<file path="src/rtl/shiftreg_deserializer_if.sv">
// Handshake/data bundle between the serial-link deserializer and its consumer.
// The slave side is the deserializer; the master side drives serial bits and consumes words.
interface shiftreg_deserializer_if #(
  parameter int DATASIZE = 8
);
  logic                clear_i;
  logic                mode_i;
  logic                ser_i;
  logic                ser_valid_i;
  logic                ready_i;
  logic [DATASIZE-1:0] value_o;
  logic                valid_o;
  logic                busy_o;
  logic                overrun_o;
  logic                parity_err_o;

  modport slave (
    input  clear_i,
    input  mode_i,
    input  ser_i,
    input  ser_valid_i,
    input  ready_i,
    output value_o,
    output valid_o,
    output busy_o,
    output overrun_o,
    output parity_err_o
  );

  modport master (
    output clear_i,
    output mode_i,
    output ser_i,
    output ser_valid_i,
    output ready_i,
    input  value_o,
    input  valid_o,
    input  busy_o,
    input  overrun_o,
    input  parity_err_o
  );
endinterface

</file>
<file path="src/rtl/shiftreg_deserializer.sv">
// Serial-to-parallel receiver: strobed bits into DATASIZE-bit words, MSB- or LSB-first, one-entry valid/ready buffer.
// Optional even-parity bit per word when PARITY_SHIFTREG_DESER_EN is defined.
module shiftreg_deserializer #(
  parameter int DATASIZE = 8
) (
  input logic                    clk_i,
  input logic                    rst_i,
  shiftreg_deserializer_if.slave bus
);

  localparam int CW = (DATASIZE > 1) ? $clog2(DATASIZE) : 1;
  localparam logic [CW-1:0] LAST = CW'(DATASIZE - 1);
  localparam logic [CW-1:0] ONE  = CW'(1);

  typedef enum logic {
    ST_DATA   = 1'b0,
    ST_PARITY = 1'b1
  } state_t;

  state_t              r_state;
  state_t              w_state_nxt;
  logic [DATASIZE-1:0] r_sr;
  logic [DATASIZE-1:0] w_sr_nxt;
  logic [DATASIZE-1:0] w_sr_shift;
  logic [DATASIZE-1:0] w_word;
  logic [DATASIZE-1:0] r_value;
  logic [DATASIZE-1:0] w_value_nxt;
  logic [CW-1:0]       r_cnt;
  logic [CW-1:0]       w_cnt_nxt;
  logic                r_ord;
  logic                w_ord_nxt;
  logic                w_ord_eff;
  logic                r_valid;
  logic                w_valid_nxt;
  logic                r_busy;
  logic                w_busy_nxt;
  logic                r_overrun;
  logic                w_overrun_nxt;
  logic                w_complete;
`ifdef PARITY_SHIFTREG_DESER_EN
  logic                r_perr;
  logic                w_perr_nxt;
  logic                w_err;
`endif

  // Bit order is taken live from mode_i on the first bit, then frozen in r_ord.
  always_comb begin
    w_ord_eff  = (r_state == ST_DATA && r_cnt == '0) ? bus.mode_i : r_ord;
    w_sr_shift = w_ord_eff ? {bus.ser_i, r_sr[DATASIZE-1:1]}
                           : {r_sr[DATASIZE-2:0], bus.ser_i};
  end

  always_comb begin
    w_state_nxt   = r_state;
    w_sr_nxt      = r_sr;
    w_cnt_nxt     = r_cnt;
    w_ord_nxt     = r_ord;
    w_busy_nxt    = r_busy;
    w_overrun_nxt = r_overrun;
    w_value_nxt   = r_value;
    w_valid_nxt   = r_valid;
    w_complete    = 1'b0;
    w_word        = w_sr_shift;
`ifdef PARITY_SHIFTREG_DESER_EN
    w_err         = (^r_sr) ^ bus.ser_i;
    w_perr_nxt    = r_perr;
`endif

    if (bus.clear_i) begin
      w_cnt_nxt     = '0;
      w_state_nxt   = ST_DATA;
      w_busy_nxt    = 1'b0;
      w_overrun_nxt = 1'b0;
`ifdef PARITY_SHIFTREG_DESER_EN
      w_perr_nxt    = 1'b0;
`endif
    end else if (bus.ser_valid_i) begin
      case (r_state)
        ST_DATA: begin
          w_ord_nxt  = w_ord_eff;
          w_sr_nxt   = w_sr_shift;
          w_busy_nxt = 1'b1;
          if (r_cnt == LAST) begin
            w_cnt_nxt = '0;
`ifdef PARITY_SHIFTREG_DESER_EN
            w_state_nxt = ST_PARITY;
`else
            w_complete = 1'b1;
            w_busy_nxt = 1'b0;
`endif
          end else begin
            w_cnt_nxt = r_cnt + ONE;
          end
        end
        ST_PARITY: begin
          w_word      = r_sr;
          w_complete  = 1'b1;
          w_busy_nxt  = 1'b0;
          w_state_nxt = ST_DATA;
        end
      endcase
    end

    // A consume on the completion edge frees the slot, so the new word replaces the old one.
    if (w_complete) begin
      if (!r_valid || bus.ready_i) begin
        w_value_nxt = w_word;
        w_valid_nxt = 1'b1;
`ifdef PARITY_SHIFTREG_DESER_EN
        w_perr_nxt  = w_err;
`endif
      end else begin
        w_overrun_nxt = 1'b1;
      end
    end else if (r_valid && bus.ready_i) begin
      w_valid_nxt = 1'b0;
    end
  end

  always_ff @(posedge clk_i) begin
    if (rst_i) begin
      r_state   <= ST_DATA;
      r_sr      <= '0;
      r_cnt     <= '0;
      r_ord     <= 1'b0;
      r_value   <= '0;
      r_valid   <= 1'b0;
      r_busy    <= 1'b0;
      r_overrun <= 1'b0;
`ifdef PARITY_SHIFTREG_DESER_EN
      r_perr    <= 1'b0;
`endif
    end else begin
      r_state   <= w_state_nxt;
      r_sr      <= w_sr_nxt;
      r_cnt     <= w_cnt_nxt;
      r_ord     <= w_ord_nxt;
      r_value   <= w_value_nxt;
      r_valid   <= w_valid_nxt;
      r_busy    <= w_busy_nxt;
      r_overrun <= w_overrun_nxt;
`ifdef PARITY_SHIFTREG_DESER_EN
      r_perr    <= w_perr_nxt;
`endif
    end
  end

  assign bus.value_o   = r_value;
  assign bus.valid_o   = r_valid;
  assign bus.busy_o    = r_busy;
  assign bus.overrun_o = r_overrun;
`ifdef PARITY_SHIFTREG_DESER_EN
  assign bus.parity_err_o = r_perr;
`else
  assign bus.parity_err_o = 1'b0;
`endif

endmodule

</file>
<file path="src/flat_wrapper.sv">
// flat-port wrapper written by rule: the top's interface ports become plain ports
module shiftreg_deserializer_flat 
#(
  parameter int DATASIZE = 8
)
  (clk_i, rst_i, bus_clear_i, bus_mode_i, bus_ser_i, bus_ser_valid_i, bus_ready_i, bus_value_o, bus_valid_o, bus_busy_o, bus_overrun_o, bus_parity_err_o);
  shiftreg_deserializer_if #(.DATASIZE(DATASIZE)) bus_i ();
  input logic clk_i;
  input logic rst_i;
  input wire logic [$bits(bus_i.clear_i)-1:0] bus_clear_i;
  input wire logic [$bits(bus_i.mode_i)-1:0] bus_mode_i;
  input wire logic [$bits(bus_i.ser_i)-1:0] bus_ser_i;
  input wire logic [$bits(bus_i.ser_valid_i)-1:0] bus_ser_valid_i;
  input wire logic [$bits(bus_i.ready_i)-1:0] bus_ready_i;
  output wire logic [$bits(bus_i.value_o)-1:0] bus_value_o;
  output wire logic [$bits(bus_i.valid_o)-1:0] bus_valid_o;
  output wire logic [$bits(bus_i.busy_o)-1:0] bus_busy_o;
  output wire logic [$bits(bus_i.overrun_o)-1:0] bus_overrun_o;
  output wire logic [$bits(bus_i.parity_err_o)-1:0] bus_parity_err_o;
  assign bus_i.clear_i = bus_clear_i;
  assign bus_i.mode_i = bus_mode_i;
  assign bus_i.ser_i = bus_ser_i;
  assign bus_i.ser_valid_i = bus_ser_valid_i;
  assign bus_i.ready_i = bus_ready_i;
  assign bus_value_o = bus_i.value_o;
  assign bus_valid_o = bus_i.valid_o;
  assign bus_busy_o = bus_i.busy_o;
  assign bus_overrun_o = bus_i.overrun_o;
  assign bus_parity_err_o = bus_i.parity_err_o;
  shiftreg_deserializer #(.DATASIZE(DATASIZE)) u_core (.clk_i(clk_i), .rst_i(rst_i), .bus(bus_i));
endmodule
</file>
<file path="config.mk">
export PLATFORM = sky130hd
export DESIGN_NAME = shiftreg_deserializer_flat
export DESIGN_NICKNAME = d
export VERILOG_FILES = /design/src/rtl/shiftreg_deserializer_if.sv /design/src/rtl/shiftreg_deserializer.sv /design/src/flat_wrapper.sv
export SDC_FILE = /design/constraint.sdc
export NUM_CORES = 1
export LEC_CHECK = 0
export ABC_AREA = 1
export BUFFER_PORTS_ARGS = -buffer_cell sky130_fd_sc_hd__buf_4
export CORE_UTILIZATION = 49
export CTS_CLUSTER_SIZE = 10
export DETAILED_ROUTE_END_ITERATION = 16
export PLACE_DENSITY_LB_ADDON = 0.15
export SLEW_MARGIN = 40
export SYNTH_ARGS = -nofsm -noshare
export SYNTH_HDL_FRONTEND = slang
export SYNTH_SLANG_ARGS = --single-unit
</file>
<file path="constraint.sdc">
create_clock -name clk_i -period 1.25 [get_ports clk_i]
set_input_delay 0.1875 -clock clk_i [delete_from_list [all_inputs] [get_ports clk_i]]
set_output_delay 0.1875 -clock clk_i [all_outputs]
set_load 0.03 [all_outputs]
</file>
==> results of run 1 <==
## through the flow
step / setup WS [ns] / cells / util / setup TNS (ns) / hold WS, ns
after floorplan: 0.00195 / 166 / - / 0 / 0.356
after global placement: -0.187 / 211 / 0.605 / -1.83 / 0.445
after detailed placement: -0.196 / 211 / 0.605 / -2.04 / 0.460
after CTS: -0.0544 / 218 / 0.710 / -0.597 / 0.151
after global routing: -0.182 / 221 / 0.777 / -2.62 / 0.178
final: -0.123 / 221 / 0.777 / -1.38 / 0.156
## final timing paths
path | start | to | slack [ns] | depth (start not counted)
setup / recovery | u_core.r_cnt[0] | u_core.r_sr[1] | -0.12 | 8
hold reg to reg | u_core.bus.busy_o | u_core.bus.busy_o | 0.48 | 2
setup reg to reg | u_core.r_cnt[0] | u_core.r_sr[1] | -0.12 | 8
hold / removal | bus_ready_i | u_core.bus.overrun_o | 0.16 | 4
## cells by family (layout without fill, tap and decap cells)
family / count (synthesis) / after routing / share of synthesized area
buffers and inverters: 39 / 63 / 0.149
and+or+nand+nor: 84 / 87 / 0.336
DFF: 23 / 23 / 0.406
other: 1 / 1 / 0.00330
adders and majority gates: 3 / 3 / 0.0331
AOI/OAI and AO/OA: 16 / 16 / 0.0728
## layer usage
| metal | vias up | track usage |
|---|---|---|
| met5 | - | 0 |
| met1 | 540 | 0.311 |
| li1 | 577 | - |
| met4 | 0 | 0.100 |
| met2 | 54 | 0.384 |
| met3 | 13 | 0.0278 |
## worst max-delay path: cells and delay by family, from the launching register on
| kind | cells | cell delay [ns] |
|---|---|---|
| buffers and inverters | 3 | 0.30 |
| AND/OR/NAND/NOR | 4 | 0.41 |
| adder cells (fa/ha/maj) | 1 | 0.23 |
| flip-flops | 1 | 0.36 |
## final cells by class
cell class                 count  area share
tap                           28      0.0206
clock buffer                   4      0.0154
inverter                      35      0.0838
timing repair buffer          24       0.108
sequential                    23       0.274
multi-input combinational    107       0.498
## timing repair
| action | 4_1_cts | 5_1_grt |
|---|---|---|
| gates resized for setup | 35 | 23 |
| gates cloned | 3 | 0 |
| pin swaps | 15 | 5 |
| endpoints found under the hold margin | 0 | 0 |
| endpoints found under the setup margin | 17 | 18 |
| buffers inserted | 0 | 3 |
## flip-flops by register name, indices dropped and copies added (netlist names)
signal                flops
u_core.bus.busy_o         1
u_core.bus.value_o        8
u_core.r_sr               8
u_core.r_ord              1
u_core.bus.overrun_o      1
u_core.bus.valid_o        1
u_core.r_cnt              3
## layout by cell type (no fill, tap or decap)
cell type	instances
inv_8	1
nand2_4	3
ha_4	3
o21ai_0	3
nor2_1	19
nand2_1	18
nand3_2	20
clkbuf_4	3
dfxtp_1	20
dfxtp_2	2
buf_6	1
nand2_8	3
clkinvlp_4	1
buf_4	23
a211oi_1	1
a21oi_1	12
nor2_4	2
dfxtp_4	1
inv_2	1
nand3_1	7
nand2_2	3
nand3_4	9
nor2_2	2
conb_1	1
or2_2	1
inv_1	32
clkbuf_1	1
## power breakdown
group | total, W | internal, W | switching, W
clock network | 0.000342 | 0.000125 | 0.000217
logic | 0.000302 | 0.000112 | 0.000190
registers | 0.000792 | 0.000757 | 0.0000351
total | 0.00144 | 0.000994 | 0.000442
## synthesized netlist by cell type
master	count
inv_2	2
buf_2	1
or2_2	1
nand3_1	35
a211oi_1	1
ha_1	3
conb_1	1
nor2_2	3
clkbuf_8	1
dfxtp_1	23
nand2_2	2
o21ai_0	3
a21oi_1	12
buf_6	1
nand2_1	23
inv_1	33
nor2_4	1
nor2_1	19
buf_4	1
==> key figures, run 1 <==
Synth
  • Post-synthesis sequential area ratio: 0.406
  • Netlist cell types: 19
  • Post-synth net total: between 150 and 200
  • Synth warn: 0
  • Yosys reg bits: 23
  • Mapped Cells: 166
  • Cell taking the most area after synthesis: dfxtp_1
  • Top cell type's share of synthesized area: 0.406
  • Synth top area cells: dfxtp_1 (41%), nand3_1 (15%), inv_1 (11%)
  • Synthesized area: about 0.0011 mm²
  • Synthesized area per cell: around 6.8 µm²

Clock tree
  • CTS H-tree lvls: 1
  • CTS sink cnt: 23
  • Root Buffer Master: clkbuf_4
  • CTS tree: done
  • CTS Hold Bufs: 0
  • Worst skew pair latency: about 0.31 ns
  • Clock transition at the registers of the reported paths: between 0.1 and 0.15 ns
  • TritonCTS Buffers: 3
  • CTS Buffer Depth: 2

Routing
  • Routed vias/inst: 5.36
  • Met2 Routed Length: 1.52 mm
  • First DRT Iteration DRCs: 42
  • Post-Route WL: about 3.1 mm
  • Drt pass-1 iters: 4
  • Vias: about 1200
  • Final ANT Viol Nets: 0
  • Avg WL per Cell: roughly 14 µm
  • Drt drc: 0
  • WL met1: about 1.3 mm
  • WL met3: approximately 200 µm
  • Top sig layer: met4

Critical path
  • Worst-path fanout max: 4
  • WP data required: ~1.5 ns
  • Slowest cell on crit path: dfxtp_2
  • Cells along the critical path: inv_1 -> ha_4 -> buf_4 -> nand3_4 -> nand3_2 -> nand3_1 -> nand2_1 -> inv_1
  • Worst path max stage delay: between 0.3 and 0.4 ns
  • CP most frequent cell: inv_1
  • CP Launch Type: register
  • Arrival @ worst endpoint: about 1.6 ns
  • Crit Path Category: register to register
  • Type of destination of the critical path: register

Layout
  • Fill cell total of the finished layout: approximately 150
  • Area of the multi-input gates: 847 µm²
  • Share of layout cells above drive strength 1: 0.409
  • Area grow syn2layout: 49.9%
  • Post-route cell area: 0.00170 mm²
  • Antenna cell count: 0
  • Nets: slightly above 200
  • FF/Latch Area: roughly 470 µm²

Placement
  • Area after DPL: ~0.0013 mm²
  • # port buffers: 17
  • GP Congestion: roughly 0.94
  • DP Wirelength: 1.62 mm

Global route
  • Vias in the first global route: 1027
  • All-Layer GR Usage: 0.236
  • Grt ovf: 0
  • Antenna violations before repair: 0
  • First-pass GRT wire length: about 4.5 mm
  • Largest net degree at the start of global routing: 21

Power
  • Static Leak: roughly 0.74 nW
  • Total power: approximately 0.0014 W
  • Peak supply drop: 0.000640 V
  • Pwr/cell area: roughly 840 mW/mm²

Worst hold path
  • HP Class: input port to register

STA
  • Setup WS post-layout: -0.123 ns
  • Tmin final: approximately 1.4 ns
  • Crit share post-route: 1.10
  • RSZ-0062 raised after global routing: yes
  • Hold Fails Final Rpt: 0
  • # setup viols final: 17
  • Clock skew: 0.00275 ns
  • Max Slew Vio Count: 0
  • F_max: approximately 730 MHz

Floorplanning
  • Total core area: around 0.0022 mm²
  • Die area: roughly 0.0025 mm²
  • Starting density of the core: 0.518
  • Die height: 50.1 µm
  • Io pins: 19
  • # rows: 17
  • Die width: about 50 µm

Flow run
  • Max cap viols: 0

Run status
  • Status: finished with violations
  • Failing checks: negative setup slack
(Power assumes the default switching activity.)
==> inputs of run 2 (changes only) <==
--- a/config.mk
+++ b/config.mk
@@ -11,6 +11,8 @@
 export CTS_CLUSTER_SIZE = 10
 export DETAILED_ROUTE_END_ITERATION = 16
 export PLACE_DENSITY_LB_ADDON = 0.15
+export RECOVER_POWER = 25
+export SKIP_LAST_GASP = 1
 export SLEW_MARGIN = 40
 export SYNTH_ARGS = -nofsm -noshare
 export SYNTH_HDL_FRONTEND = slang
==> run 2 against run 1 <==
  * The run still ends with negative setup slack left
  * First-iteration DRC count is the same
  * Cell count is the same
  * Clock-buffer cell count is the same
  * Die area is the same
  * Critical path depth is the same
  * Core utilization shrank 0.34 points
  * Clock power is essentially flat
  * Sequential power is essentially flat
==> key figures, run 2 (synthesis gave the netlist of run 1 again) <==
Global route
  • All-Layer GR Usage: 0.236
  • First-pass GRT wire length: approximately 4.5 mm
  • Largest net degree at the start of global routing: 21
  • Met3 Use GR: 0.0278
  • Vias in the first global route: 1027
  • GRT met1 Usage: 0.311
  • Antenna violations before repair: 0
  • Met2 Use GR: 0.384
  • Grt ovf: 0
  • Global routing's busiest layer: met2

Critical path
  • CP Launch Point: u_core.r_cnt[0]
  • Arrival @ worst endpoint: ~1.6 ns
  • Worst setup endpoint: u_core.r_sr[1]
  • Worst R2R Setup Slack: -0.12 ns
  • Crit Path Category: register to register
  • WP data required: ~1.5 ns
  • Slowest cell on crit path: dfxtp_2
  • CP most frequent cell: inv_1
  • R2R Path End: u_core.r_sr[1]
  • Worst-path fanout max: 4
  • Reg2reg start: u_core.r_cnt[0]
  • Worst reg-to-reg path cell count: 8
  • CP Buf/Inv Count: 3
  • CP top delay family: simple AND/OR/NAND/NOR gates
  • Cells along the critical path: inv_1 -> ha_4 -> buf_4 -> nand3_4 -> nand3_2 -> nand3_1 -> nand2_1 -> inv_1
  • Worst path max stage delay: 0.36 ns
  • CP Depth: 8
  • CP Launch Type: register
  • Type of destination of the critical path: register

Routing
  • Drt drc: 0
  • Drt pass-1 iters: 4
  • Post-Route WL: approximately 3.1 mm
  • First DRT Iteration DRCs: between 40 and 50
  • Vias: 1191
  • Final ANT Viol Nets: 0
  • Avg WL per Cell: ~14 µm
  • Routed vias/inst: 5.39

Layout
  • Area grow syn2layout: 49.3%
  • Most common cell after layout, fill and taps aside: inv_1
  • Fill cell total of the finished layout: approximately 150
  • Share of layout cells above drive strength 1: 0.409
  • Nets: between 200 and 250
  • Antenna cell count: 0
  • Most frequent cells in the layout: inv_1 (32), nand3_2 (20), buf_4 (20), dfxtp_1 (20), nor2_1 (19)
  • Utilization after layout: 0.773

Power
  • Peak supply drop: 0.000640 V
  • Static Leak: between 0.7 and 0.8 nW
  • Pwr/cell area: roughly 850 mW/mm²

Placement
  • # port buffers: 17
  • DP Wirelength: 1.62 mm
  • GP Congestion: ~0.94

Floorplanning
  • # rows: 17
  • Die area: around 0.0025 mm²
  • Total core area: 0.00219 mm²
  • Die height: around 50 µm
  • Io pins: 19
  • Starting density of the core: 0.518
  • Die width: about 50 µm

Clock tree
  • Clock transition at the registers of the reported paths: approximately 0.12 ns
  • CTS sink cnt: 23
  • Worst skew pair latency: about 0.31 ns
  • CTS tree: done
  • CTS Buffer Depth: 2
  • TritonCTS Buffers: 3
  • CTS H-tree lvls: 1
  • Root Buffer Master: clkbuf_4
  • CTS Hold Bufs: 0

STA
  • Tmin final: 1.37 ns
  • RSZ-0062 raised after global routing: yes
  • F_max: ~730 MHz
  • Setup WS post-layout: -0.123 ns
  • Setup TNS: -1.33 ns
  • Max Slew Vio Count: 0
  • Clock skew: 0.00309 ns
  • Hold Fails Final Rpt: 0
  • # setup viols final: 17
  • Crit share post-route: 1.10

Run status
  • Failing checks: negative setup slack
  • Status: finished with violations

Worst hold path
  • Hold depth: 4
  • HP Class: input port to register

Flow run
  • Max cap viols: 0
## run 2: changes by cell type in the layout (fill, tap and decap cells not counted)
cell,change
buf_4,-3
clkbuf_2,+3
## run 2: layout make-up
type	instances	area (µm²)	area share
multi-input cells	107	847	0.500
flip-flops and latches	23	467	0.275
repair buffers	24	176	0.104
clock buffers	4	26.3	0.0155
well taps	28	35.0	0.0207
inverters	35	143	0.0842
## run 2: how the worst min path moves through the flow
| stage | start | to | slack (ns) |
|---|---|---|---|
| 3_3_place_gp | u_core.bus.overrun_o | u_core.bus.overrun_o | 0.45 |
| 5_1_grt | bus_ready_i | u_core.bus.overrun_o | 0.18 |
| 4_1_cts | bus_ready_i | u_core.bus.overrun_o | 0.15 |
| 6_report | bus_ready_i | u_core.bus.overrun_o | 0.16 |
| 2_1_floorplan | bus_clear_i | u_core.bus.overrun_o | 0.36 |
| 3_5_place_dp | u_core.bus.overrun_o | u_core.bus.overrun_o | 0.46 |
## run 2: worst reg2reg max path, stage by stage (launching register included)
cell,delay [ns]
dfxtp_2,0.36
inv_1,0.11
ha_4,0.23
buf_4,0.15
nand3_4,0.11
nand3_2,0.12
nand3_1,0.10
nand2_1,0.09
inv_1,0.04
## run 2: repair_timing
action                                  in CTS  in global routing
gates resized for setup                     35                 23
pin swaps                                   15                  5
buffers inserted                             0                  3
gates cloned                                 3                  0
endpoints found under the setup margin      17                 18
## run 2: per-layer routing
layer / vias up / wire length (µm) / share of wire
met5: - / 0 / 0
met4: 0 / 78 / 0.025
met3: 12 / 192 / 0.062
met2: 60 / 1530 / 0.50
met1: 542 / 1290 / 0.42
li1: 577 / - / -
## run 2: power by group
| group | leakage, nW | switching [W] | internal [W] |
|---|---|---|---|
| Combinational | 0.536 | 0.000189 | 0.000112 |
| Sequential | 0.189 | 0.0000354 | 0.000757 |
| Clock | 0.0150 | 0.000216 | 0.000125 |
## run 2: metrics by stage
step,area (µm²),setup slack [ns],hold WS [ns],instances,power [W]
final,1690,-0.123,0.156,221,0.00143
after global routing,1690,-0.182,0.178,221,0.00151
after detailed placement,1330,-0.196,0.460,211,0.000974
after floorplan,1170,0.00195,0.356,166,0.000927
after CTS,1560,-0.0544,0.151,218,0.00137
after global placement,1330,-0.187,0.445,211,0.000971
==> inputs of run 3 (changes only) <==
--- a/config.mk
+++ b/config.mk
@@ -7,6 +7,7 @@
 export LEC_CHECK = 0
 export ABC_AREA = 1
 export BUFFER_PORTS_ARGS = -buffer_cell sky130_fd_sc_hd__buf_4
+export CORE_ASPECT_RATIO = 1.1
 export CORE_UTILIZATION = 49
 export CTS_CLUSTER_SIZE = 10
 export DETAILED_ROUTE_END_ITERATION = 16
==> run 3 against run 2 <==
  * The flow still finishes with violations (negative setup slack)
  * First-iteration DRC count grew 4.8%
  * Clock-buffer cell count unchanged
  * Clock skew up 0.00073 ns
==> key figures, run 3 (synthesis gave the netlist of run 1 again) <==
Worst hold path
  • HP Class: input port to register

Layout
  • Antenna cell count: 0
  • Area grow syn2layout: 41.9%
  • FF/Latch Area: roughly 460 µm²
  • Utilization after layout: 0.773
  • Post-route cell area: approximately 0.0016 mm²
  • Most common cell after layout, fill and taps aside: inv_1
  • Nets: 204
  • Share of layout cells above drive strength 1: 0.394
  • Fill cell total of the finished layout: ~150
  • Area of the multi-input gates: 762 µm²
  • Most frequent cells in the layout: inv_1 (32), nand3_2 (24), buf_4 (22)

STA
  • F_max: roughly 730 MHz
  • Crit share post-route: 1.09
  • Setup WS post-layout: -0.116 ns
  • Worst hold margin: between 0.1 and 0.15 ns
  • # setup viols final: 16
  • Hold Fails Final Rpt: 0
  • RSZ-0062 raised after global routing: yes
  • Tmin final: about 1.4 ns
  • Clock skew: 0.00382 ns
  • Max Slew Vio Count: 0

Floorplanning
  • Die width: between 40 and 50 µm
  • Total core area: roughly 0.0021 mm²
  • Io pins: 19
  • Die area: 0.00251 mm²
  • Starting density of the core: 0.544
  • Die height: 52.5 µm
  • # rows: 17

Clock tree
  • Root Buffer Master: clkbuf_4
  • CTS Buffer Depth: 2
  • Clock transition at the registers of the reported paths: approximately 0.12 ns
  • CTS sink cnt: 23
  • TritonCTS Buffers: 3
  • CTS H-tree lvls: 1
  • CTS tree: done
  • Worst skew pair latency: about 0.3 ns

Global route
  • Grt ovf: 0
  • Vias in the first global route: between 900 and 1000
  • First-pass GRT wire length: 3.88 mm
  • Antenna violations before repair: 0
  • All-Layer GR Usage: 0.216
  • Largest net degree at the start of global routing: 21

Routing
  • Drt drc: 0
  • Final ANT Viol Nets: 0
  • Post-Route WL: 2.90 mm
  • Vias: about 1200
  • First DRT Iteration DRCs: between 40 and 50
  • Avg WL per Cell: approximately 13 µm
  • Drt pass-1 iters: 7
  • Routed vias/inst: between 5 and 6

Power
  • Static Leak: a little over 0.7 nW
  • Peak supply drop: approximately 0.00066 V
  • Pwr/cell area: approximately 860 mW/mm²

Critical path
  • Crit Path Category: register to register
  • Worst path max stage delay: roughly 0.37 ns
  • CP Launch Type: register
  • Worst R2R Setup Slack: -0.12 ns
  • WP data required: 1.47 ns
  • Worst-path fanout max: 8
  • Arrival @ worst endpoint: 1.58 ns
  • Cells along the critical path: inv_1 -> ha_4 -> nand3_4 -> nand3_2 -> nand3_1 -> nand2_1 -> inv_1
  • Slowest cell on crit path: dfxtp_2
  • Type of destination of the critical path: register
  • CP most frequent cell: inv_1

Run status
  • Failing checks: negative setup slack
  • Status: finished with violations

Placement
  • DP Wirelength: approximately 1.6 mm
  • GP Congestion: between 0.8 and 0.9
  • Area after DPL: about 0.0013 mm²
  • # port buffers: 17

Flow run
  • Max cap viols: 0
[run 3: cell count changes in the layout (fill, tap and decap cells not counted), moves of 2 or more]
cell / before / now
nand2_2: 3 / 1
nand3_4: 9 / 3
nand3_1: 7 / 9
nand3_2: 20 / 24
nand2_8: 3 / 1
buf_4: 20 / 22
nand2_1: 18 / 20
[run 3: timing repair]
action | 4_1_cts | 5_1_grt
pin swaps | 12 | 1
gates resized for setup | 27 | 19
cloned | 1 | 1
hold buffers | 0 | 0
setup endpoints to repair | 18 | 19
setup buffers | 1 | 4
[run 3: final cells by class]
class                   instances  area share
flip-flops and latches         23       0.288
multi-input cells             106       0.473
inverters                      35      0.0886
clock buffers                   4      0.0163
well taps                      28      0.0218
repair buffers                 25       0.112
[run 3: where the power goes]
part	leakage, nW	total (W)	switching [W]	internal [W]
sequential	0.189	0.000788	0.0000297	0.000758
clock	0.0150	0.000336	0.000211	0.000124
combinational	0.519	0.000267	0.000168	0.0000987
total	0.722	0.00139	0.000410	0.000981
[run 3: worst max-delay path, delay by kind of cell, from the launching register on]
| family | cells | cell delay [ns] |
|---|---|---|
| fa+ha+maj | 1 | 0.23 |
| buf+inv | 2 | 0.18 |
| simple gates | 4 | 0.50 |
| flops | 1 | 0.37 |
[run 3: metrics by stage]
stage / total power (W) / setup TNS (ns) / worst slack, ns / cells
after floorplan: 0.000927 / 0 / 0.00195 / 166
after global placement: 0.000967 / -1.40 / -0.129 / 210
after detailed placement: 0.000971 / -2.02 / -0.151 / 210
after CTS: 0.00134 / -0.324 / -0.0438 / 216
after global routing: 0.00145 / -2.20 / -0.170 / 221
final: 0.00139 / -1.30 / -0.116 / 221
[run 3: metal layers]
metal	GRT usage	part of all wire
met5	0	0
met2	0.340	0.46
met3	0.0310	0.073
met1	0.295	0.45
met4	0.0741	0.018
[run 3: worst paths after layout]
path | from | endpoint | cells after the start
max | u_core.r_cnt[1] | u_core.r_sr[4] | 7
min | bus_ready_i | u_core.bus.overrun_o | 4
max reg2reg | u_core.r_cnt[1] | u_core.r_sr[4] | 7
min reg2reg | u_core.bus.overrun_o | u_core.bus.overrun_o | 2
